<file path="src/rtl/seq_restoring_divider.sv">
// Multi-cycle restoring divider: 5-bit dividend / 4-bit divisor, one quotient bit per cycle.
// Each trial subtraction runs on a ripple-borrow chain of full-adder cells (R' + ~D + 1).
module seq_restoring_divider (
  input  logic       clk,
  input  logic       rst_n,
  input  logic       start,
  input  logic [4:0] dividend,
  input  logic [3:0] divisor,
  output logic       busy,
  output logic       done,
  output logic [4:0] quotient,
  output logic [3:0] remainder,
  output logic       div_by_zero
);

  typedef enum logic [1:0] {IDLE, RUN, DONE} state_t;

  state_t     state, state_nx;
  logic [4:0] q, q_nx, r, r_nx;
  logic [3:0] d, d_nx;
  logic [2:0] cnt, cnt_nx;
  logic [4:0] quo_nx;
  logic [3:0] rem_nx;
  logic       dbz_nx;

  // Trial subtraction: carry-out high means no borrow, so R' >= D.
  logic [4:0] r_sh, sub_b, t;
  logic [5:0] c;

  assign r_sh  = {r[3:0], q[4]};
  assign sub_b = ~{1'b0, d};
  assign c[0]  = 1'b1;

  genvar i;
  generate
    for (i = 0; i < 5; i++) begin : g_fa
      assign t[i]   = r_sh[i] ^ sub_b[i] ^ c[i];
      assign c[i+1] = (r_sh[i] & sub_b[i]) | (c[i] & (r_sh[i] ^ sub_b[i]));
    end
  endgenerate

  always_comb begin
    state_nx = state;
    q_nx     = q;
    r_nx     = r;
    d_nx     = d;
    cnt_nx   = cnt;
    quo_nx   = quotient;
    rem_nx   = remainder;
    dbz_nx   = div_by_zero;
    case (state)
      IDLE: begin
        if (start) begin
          if (divisor != 4'd0) begin
            q_nx     = dividend;
            r_nx     = 5'd0;
            d_nx     = divisor;
            cnt_nx   = 3'd0;
            state_nx = RUN;
          end else begin
            quo_nx   = 5'b11111;
            rem_nx   = 4'b0000;
            dbz_nx   = 1'b1;
            state_nx = DONE;
          end
        end
      end
      RUN: begin
        q_nx   = {q[3:0], c[5]};
        r_nx   = c[5] ? t : r_sh;
        cnt_nx = cnt + 3'd1;
        if (cnt == 3'd4) begin
          quo_nx   = q_nx;
          rem_nx   = r_nx[3:0];
          dbz_nx   = 1'b0;
          state_nx = DONE;
        end
      end
      DONE:    state_nx = IDLE;
      default: state_nx = IDLE;
    endcase
  end

  // busy/done are registered from the next state so outputs come straight from flops.
  always_ff @(posedge clk or negedge rst_n) begin
    if (!rst_n) begin
      state       <= IDLE;
      q           <= 5'd0;
      r           <= 5'd0;
      d           <= 4'd0;
      cnt         <= 3'd0;
      busy        <= 1'b0;
      done        <= 1'b0;
      quotient    <= 5'd0;
      remainder   <= 4'd0;
      div_by_zero <= 1'b0;
    end else begin
      state       <= state_nx;
      q           <= q_nx;
      r           <= r_nx;
      d           <= d_nx;
      cnt         <= cnt_nx;
      busy        <= (state_nx != IDLE);
      done        <= (state_nx == DONE);
      quotient    <= quo_nx;
      remainder   <= rem_nx;
      div_by_zero <= dbz_nx;
    end
  end

endmodule

</file>
<file path="config.mk">
export PLATFORM = sky130hd
export DESIGN_NAME = seq_restoring_divider
export DESIGN_NICKNAME = d
export VERILOG_FILES = /design/src/rtl/seq_restoring_divider.sv
export SDC_FILE = /design/constraint.sdc
export NUM_CORES = 1
export LEC_CHECK = 0
export CAP_MARGIN = 20
export CORE_MARGIN = 2
export CORE_UTILIZATION = 33
export DETAILED_ROUTE_END_ITERATION = 12
export SYNTH_ARGS = -nofsm -noshare
export SYNTH_HDL_FRONTEND = slang
export SYNTH_SLANG_ARGS = --single-unit
</file>
<file path="constraint.sdc">
create_clock -name clk -period 7.05 [get_ports clk]
set_input_delay 1.41 -clock clk [delete_from_list [all_inputs] [get_ports clk]]
set_output_delay 1.41 -clock clk [all_outputs]
set_load 0.1 [all_outputs]
</file>
Word-level counts from Yosys, hierarchy flattened:

Cells that the tools add are included.

* register bits: 30
* output and inout port bits: 12
* word-level logic and storage cells: 75

* $add $sub $neg: 1
* eq/ne operators: 7
* mux-type cells: 26
* bitwise gates (word level): 24
* reductions and logical operators: 7

Operators with widths (number)
* two-way mux 5 bit: 5
* two-way mux 4 bit: 6
* case mux 5 bit (2 select lines): 2
* case mux 4 bit (2 select lines): 2
* bitwise AND 1 bit: 9
* != test 2 bit (second input constant): 4
* bitwise XOR 1 bit: 8
* two-way mux 2 bit: 3
* two-way mux 3 bit: 2
* case mux 3 bit (2 select lines): 1
* AND reduction 3 bit: 2
* NOT 4 -> 5 bit: 1
* OR 1 bit: 5
* case mux 2 bit (2 select lines): 1
* AND reduction 4 bit: 1
* nonzero test 2 bit: 2
* nonzero test 4 bit: 1
* adder 3 x 1 -> 3 bit (second input constant): 1
* equality test 3 bit (second input constant): 1
* two-way mux 1 bit: 3
* equality test 2 x 1 -> 1 bit (second input constant): 1
* equality test 2 bit (second input constant): 1
* logical NOT 2 bit: 1
* case mux 1 bit (2 select lines): 1
* NOT 1 bit: 1

Longest topological paths before layout:

* word-level depth: 14
* gate-level depth with buffers: 8
* depth with buffers taken out: 8

Worst setup path before layout:

No wires, ideal clock.

* kind: input to register
* start: in divisor[1]
* end: reg quotient[0]
* library setup time: 0.125 ns
* data arrival time: 2.833 ns
* data required time: 6.925 ns
* slack: 4.091 ns
* cell stages on the path: 4
* path buffers: 1
* cells stage by stage: or4_4 > buf_6 > o32ai_4 > mux2_2

* word-level cells in the longest chain between the ends: 3

Ends and longest elaborated chain
* from (decl): RTL line 8 `input logic [3:0] divisor,`
* nonzero test 4 bit: RTL line 54 `if (divisor != 4'd0) begin`
* != test 2 bit (no line)
* AND reduction 4 bit (no line)
* to (signal assigned): RTL line 105 `quotient <= quo_nx;`
* to (decl): RTL line 11 `output logic [4:0] quotient,`

No other way between the ends.
A chain may end at the register's enable or synchronous reset.

Worst setup path after layout:

* start: in divisor[1]
* end: reg remainder[3]

* word-level cells in the longest chain between the ends: 3

Ends and longest elaborated chain
* nonzero test 4 bit: RTL line 54
* != test 2 bit (no line)
* AND reduction 4 bit (no line)
* to (signal assigned): RTL line 106 `remainder <= rem_nx;`
* to (decl): RTL line 12 `output logic [3:0] remainder,`

No other way between the ends.

==> flow_summary_export.csv <==
group,metric,value,unit
logic_synthesis,netlist_instances,117,
logic_synthesis,yosys.cell_count.top_type,"dfrtp_1",
global_routing,grtUsageTotal,13.3,%
critical_path,cp_slowest_cell,"or4_4",
logic_synthesis,post_synth.cell_area_avg,12.5,um2
clock_network,cts_resized,0,
clock_network,clock-sinks,30,
timing,hold_slack,0.510,ns
logic_synthesis,synth_edf_count,0,
floorplanning,num_rows,24,
placed_design,gp_congestion,0.836,
critical_path,cp_max_fo,10,
timing,setup_viol,0,
logic_synthesis,yosysSeqAreaShare,51.3,%
critical_path,worstSetupEndpointType,"flip-flop",
critical_path,crit_arrival,3.39,ns
critical_path,path_buf_inv,1,
floorplanning,start_util,33.9,%
routing,drt_iter0_markers,31,
timing,slew_viol_final,0,
timing,slew_headroom,34.6,%
clock_network,clk_latency,0.28,ns
routing,remaining_drc_errors,0,
placed_design,dpl.hpwl,2.19,mm
floorplanning,die_w,70.6,um
clock_network,ctsHoldBuffers,0,
cells_and_area,area_growth,23.1,%
timing,rsz0062_at_grt,"false",
critical_path,cp-start-kind,"primary input",
clock_network,cts-root-buf,"clkbuf_8",
logic_synthesis,ys.flop_type,"dfrtp_1",
timing,finalSetupTns,0,ns
cells_and_area,fillCellCount,444,
global_routing,grt_pass1_vias,1085,
hold_path,min_path_type,"reg -> reg",
placed_design,postPlaceCellArea,0.00172,mm2
routing,ant_nets,0,
logic_synthesis,synth_cell_types,31,
logic_synthesis,ys_ff_latch,30,
routing,dr.pass1.iters,4,
routing,via_per_inst,5.14,
critical_path,worstSetupPathType,"in -> reg",
critical_path,path_cells,"clkdlybuf4s50_1, or4_4, o32ai_4, mux2_2",
logic_synthesis,yosysTopAreaCellShare,51.3,%
cells_and_area,nets,161,
cells_and_area,antenna_cells,0,
floorplanning,die-area,0.00499,mm2
logic_synthesis,synth_commonest_cells,"dfrtp_1, mux2_2, o21ai_0",
critical_path,required,7.21,ns
flow_run,drv_cap,0,
global_routing,grt_max_degree,31,
cells_and_area,design_area,0.00180,mm2
logic_synthesis,synth_area_leaders,"dfrtp_1, mux2_2, fa_1, or2b_2, o21ai_0",
timing,clock_skew,0.00397,ns
logic_synthesis,synth_top_area_cell,"dfrtp_1",
floorplanning,coreArea,0.00432,mm2
critical_path,cp_top_family,"simple AND/OR/NAND/NOR gates",
critical_path,slowest_delay,0.63,ns
placed_design,io_buffers,23,
clock_network,cts_max_path_buffers,2,
floorplanning,die-height,70.6,um
logic_synthesis,synth_fp_nets,135,
routing,wl_per_cell,14.6,um
logic_synthesis,ys_async_sr_fraction,100,%
logic_synthesis,synth_area,0.00146,mm2
timing,fin_crit_sh,45.8,%
global_routing,grt_pass1_wl,5.23,mm
routing,via_count,1003,
global_routing,antenna_found_initial,0,
timing,hold_viol,0,
placed_design,place_ws,3.51,ns
cells_and_area,drive_gt1_share,21.0,%
clock_network,post-cts-setup-buffer-count,0,
timing,worst_slew_pin_slew,0.978,ns
global_routing,grt-ovfl-total,0,
timing,max_freq,309,MHz
clock_network,path_clk_slew,0.06,ns
routing,drt-total-wl,2.86,mm
timing,layout_setup_ws,3.82,ns
clock_network,h-tree-depth,2,
floorplanning,ios,24,
clock_network,numCtsBuffers,5,
clock_network,tritoncts,"done",
logic_synthesis,ys_warn_count,0,
status,status,"completed",
timing,min_period,3.23,ns
## through the flow
stage               utilization (%)  cells
floorplan                         -    117
global placement               39.8    188
detailed placement             39.8    188
CTS                            41.7    195
global route                   41.7    195
finish                         41.7    195
## flip-flops by register name, summed over array words and instances, names as in the netlist
register	flops
busy	1
cnt	3
d	4
div_by_zero	1
done	1
q	5
quotient	5
r	4
remainder	4
state	2
## placed cells by master (no fill, tap or decap), types with 2 or more instances in the layout
cell,n
a211oi_1,4
a21boi_0,4
a21o_1,4
a21oi_1,2
a31oi_1,5
clkbuf_8,5
clkdlybuf4s50_1,23
clkinv_2,2
dfrtp_1,30
fa_1,3
ha_1,3
inv_1,7
mux2_2,13
nand2_1,4
nor2b_1,2
nor3b_1,5
o21ai_0,8
or2b_2,5
## metal layers
layer	up-vias	track usage [%]	share of wire, %
met5	-	0	0
met4	0	3.77	1.4
met3	6	4.56	4.7
met2	19	21.6	51
met1	508	17.1	43
li1	470	-	-
## cell type report
class / instances / area (um2) / area share, %
clock buffers: 5 / 68.8 / 3.82
clock inverters: 2 / 10.0 / 0.556
inverters: 7 / 26.3 / 1.46
multi-input cells: 75 / 643 / 35.7
flip-flops and latches: 30 / 751 / 41.7
well taps: 52 / 65.1 / 3.61
repair buffers: 24 / 238 / 13.2
## final timing paths
kind                       cells after the start  slack (ns)                        to               startpoint
setup / recovery                               4        3.82  remainder[3]$_DFFE_PN0P_               divisor[1]
hold / removal                                 1        0.51   quotient[1]$_DFFE_PN0P_  quotient[1]$_DFFE_PN0P_
setup reg to reg                               8        4.37  remainder[1]$_DFFE_PN0P_         q[4]$_DFFE_PN0P_
hold reg to reg                                1        0.51   quotient[1]$_DFFE_PN0P_  quotient[1]$_DFFE_PN0P_
max in group asynchronous                      2        5.25   quotient[3]$_DFFE_PN0P_                    rst_n
min in group asynchronous                      2        1.52  remainder[2]$_DFFE_PN0P_                    rst_n
## cell families (layout without fill, tap and decap cells)
kind of cell             after synthesis  after routing  share of synthesized area [%]
multiplexers                          14             14                           10.7
buffers and inverters                 12             38                           4.79
AND/OR/NAND/NOR                       24             24                           11.1
AO/OA/AOI/OAI                         31             31                           15.5
flip-flops                            30             30                           51.3
adder cells (fa/ha/maj)                6              6                           6.67
Power is not shown: default switching activity piles up to over one toggle a cycle in this logic, so the estimate is an artifact.
==> variant: new RTL, same settings <==
Encoding of `state_t`: now one-hot (3 bits for 3 states).
--- a/src/rtl/seq_restoring_divider.sv
+++ b/src/rtl/seq_restoring_divider.sv
@@ -15,3 +15,3 @@
 
-  typedef enum logic [1:0] {IDLE, RUN, DONE} state_t;
+  typedef enum logic [2:0] {IDLE = 3'b001, RUN = 3'b010, DONE = 3'b100} state_t;
 
Function: same outputs for any inputs over 10 cycles, from zero or initial values and one cycle with rst_n low; not proved beyond that.
==> variant against the original RTL <==
  * Clock skew rose by 1.2 ps
  * Area after synthesis fell by 0.34%
  * Final area rose by 2.4%
  * Wire length rose by 15%
  * Highest routed layer unchanged
  * Sequential cell count rose by 1
  * Setup slack improved by 15 ps
==> variant: results (changes against the original RTL) <==
[outcome]
outcome=completed

[global_routing]
first_global_vias=1155  ; +6.5%
use_met2_pct=22.22  ; +0.63 points
gr-usage-met3_pct=4.040  ; -0.52 points
antenna_found_initial=0  ; unchanged
gr-usage-all-layers_pct=15.03  ; +1.7 points
met1_usage_pct=20.06  ; +3.0 points
grt_max_degree=32  ; +3.2%
grt_pass1_wl_um=5720  ; +9.4%

[finish]
fin_nets=170  ; +5.6%
final_cells=205  ; +5.1%
multi_input_cells=76  ; +1.3%
multi_input_area_um2=613.1  ; -4.7%
clockNetworkAreaShare_pct=4.949  ; +0.57 points
buf_share_pct=13.97  ; +0.77 points
final.clkbuf_count=7  ; +2
fill_cells=422  ; -5.0%
n_all_inverters=11  ; +4
layout-drive-gt1-share_pct=14.38  ; -6.6 points
multi_input_area_share_pct=33.22  ; -2.5 points

[setup_path]
worstPathArrival_ps=3380  ; about the same
cp_slowest_stage_delay_ps=580  ; -50 ps
r2r-end=remainder[2]
cpLargestDelayFamily=compound AO/OA/AOI/OAI gates
rrSetupSlack_ps=4440  ; +70 ps
path_max_fanout=12  ; +2
crit_slowest_cell=o22ai_4

[placement]
dp_cells=196  ; +4.3%
dp_slack_ps=3351  ; -156.8 ps
placed_area_mm2=0.001749  ; +1.5%
hpwlAfterDp_um=2297  ; +4.8%
finalWeightedCongestion=0.7806  ; -6.6%

[synthesis]
seq_area_frac_synth_pct=53.26  ; +2.0 points
synthMuxAreaShare_pct=6.775  ; -3.9 points
ys_top_cells_by_area=dfrtp_1 (51%), mux2_2 (5.4%), fa_1 (4.1%)
syn_nets=143  ; +5.9%
synthTopCellsByCount=dfrtp_1 (30), inv_1 (11), mux2_2 (7)
yosysUniqueCellTypes=37  ; +19%
synth_compound_area_share_pct=14.84  ; -0.63 points
ys_seq_elements=31  ; +3.3%
syn_inst=125  ; +6.8%

[route]
routed_via_density=5.273  ; +2.5%
wl_met3_um=139  ; +3.7%
wl_met1_um=1482  ; +21%
dr.first_iter.drc_count=56  ; +81%

[sta]
skew_ps=5.167  ; +1.196 ps
tightest_slew_ps=977.1  ; -1.020 ps

[worst_hold_path]
min_to=quotient[3]
hold_start=quotient[3]

variant: cell types whose count changed after synthesis, sizes merged, moves of 3 or more:
cell,unedited run,this run
nand3,0,4
a21boi,4,0
a221oi,0,4
clkbuf,3,6
mux2,13,7
o21ai,8,4
nor2,1,4
inv,7,11
or3,1,5
variant: logic make-up after synthesis:
group,count (synthesis)
simple gates,33
compound gates,28
mux,9
buf+inv,18
fa+ha+maj,6
flops,31
variant: worst reg2reg max path, delay by kind of cell (launching register included):
family	cells	cell delay (ps)
buffers and inverters	1	60
AND/OR/NAND/NOR	2	510
AO/OA/AOI/OAI	1	170
adder cells (fa/ha/maj)	4	1430
flip-flops	1	350
variant: how the worst max path moves through the flow:
stage                     startpoint           to  slack, ps  cells past startpoint
after floorplan           divisor[1]  quotient[2]       4210                      4
after global placement         start         d[0]       3440                      4
after detailed placement       start         d[0]       3350                      4
after CTS                      start         d[0]       3640                      4
after global routing           start  quotient[3]       3700                      4
final                          start  quotient[2]       3830                      4
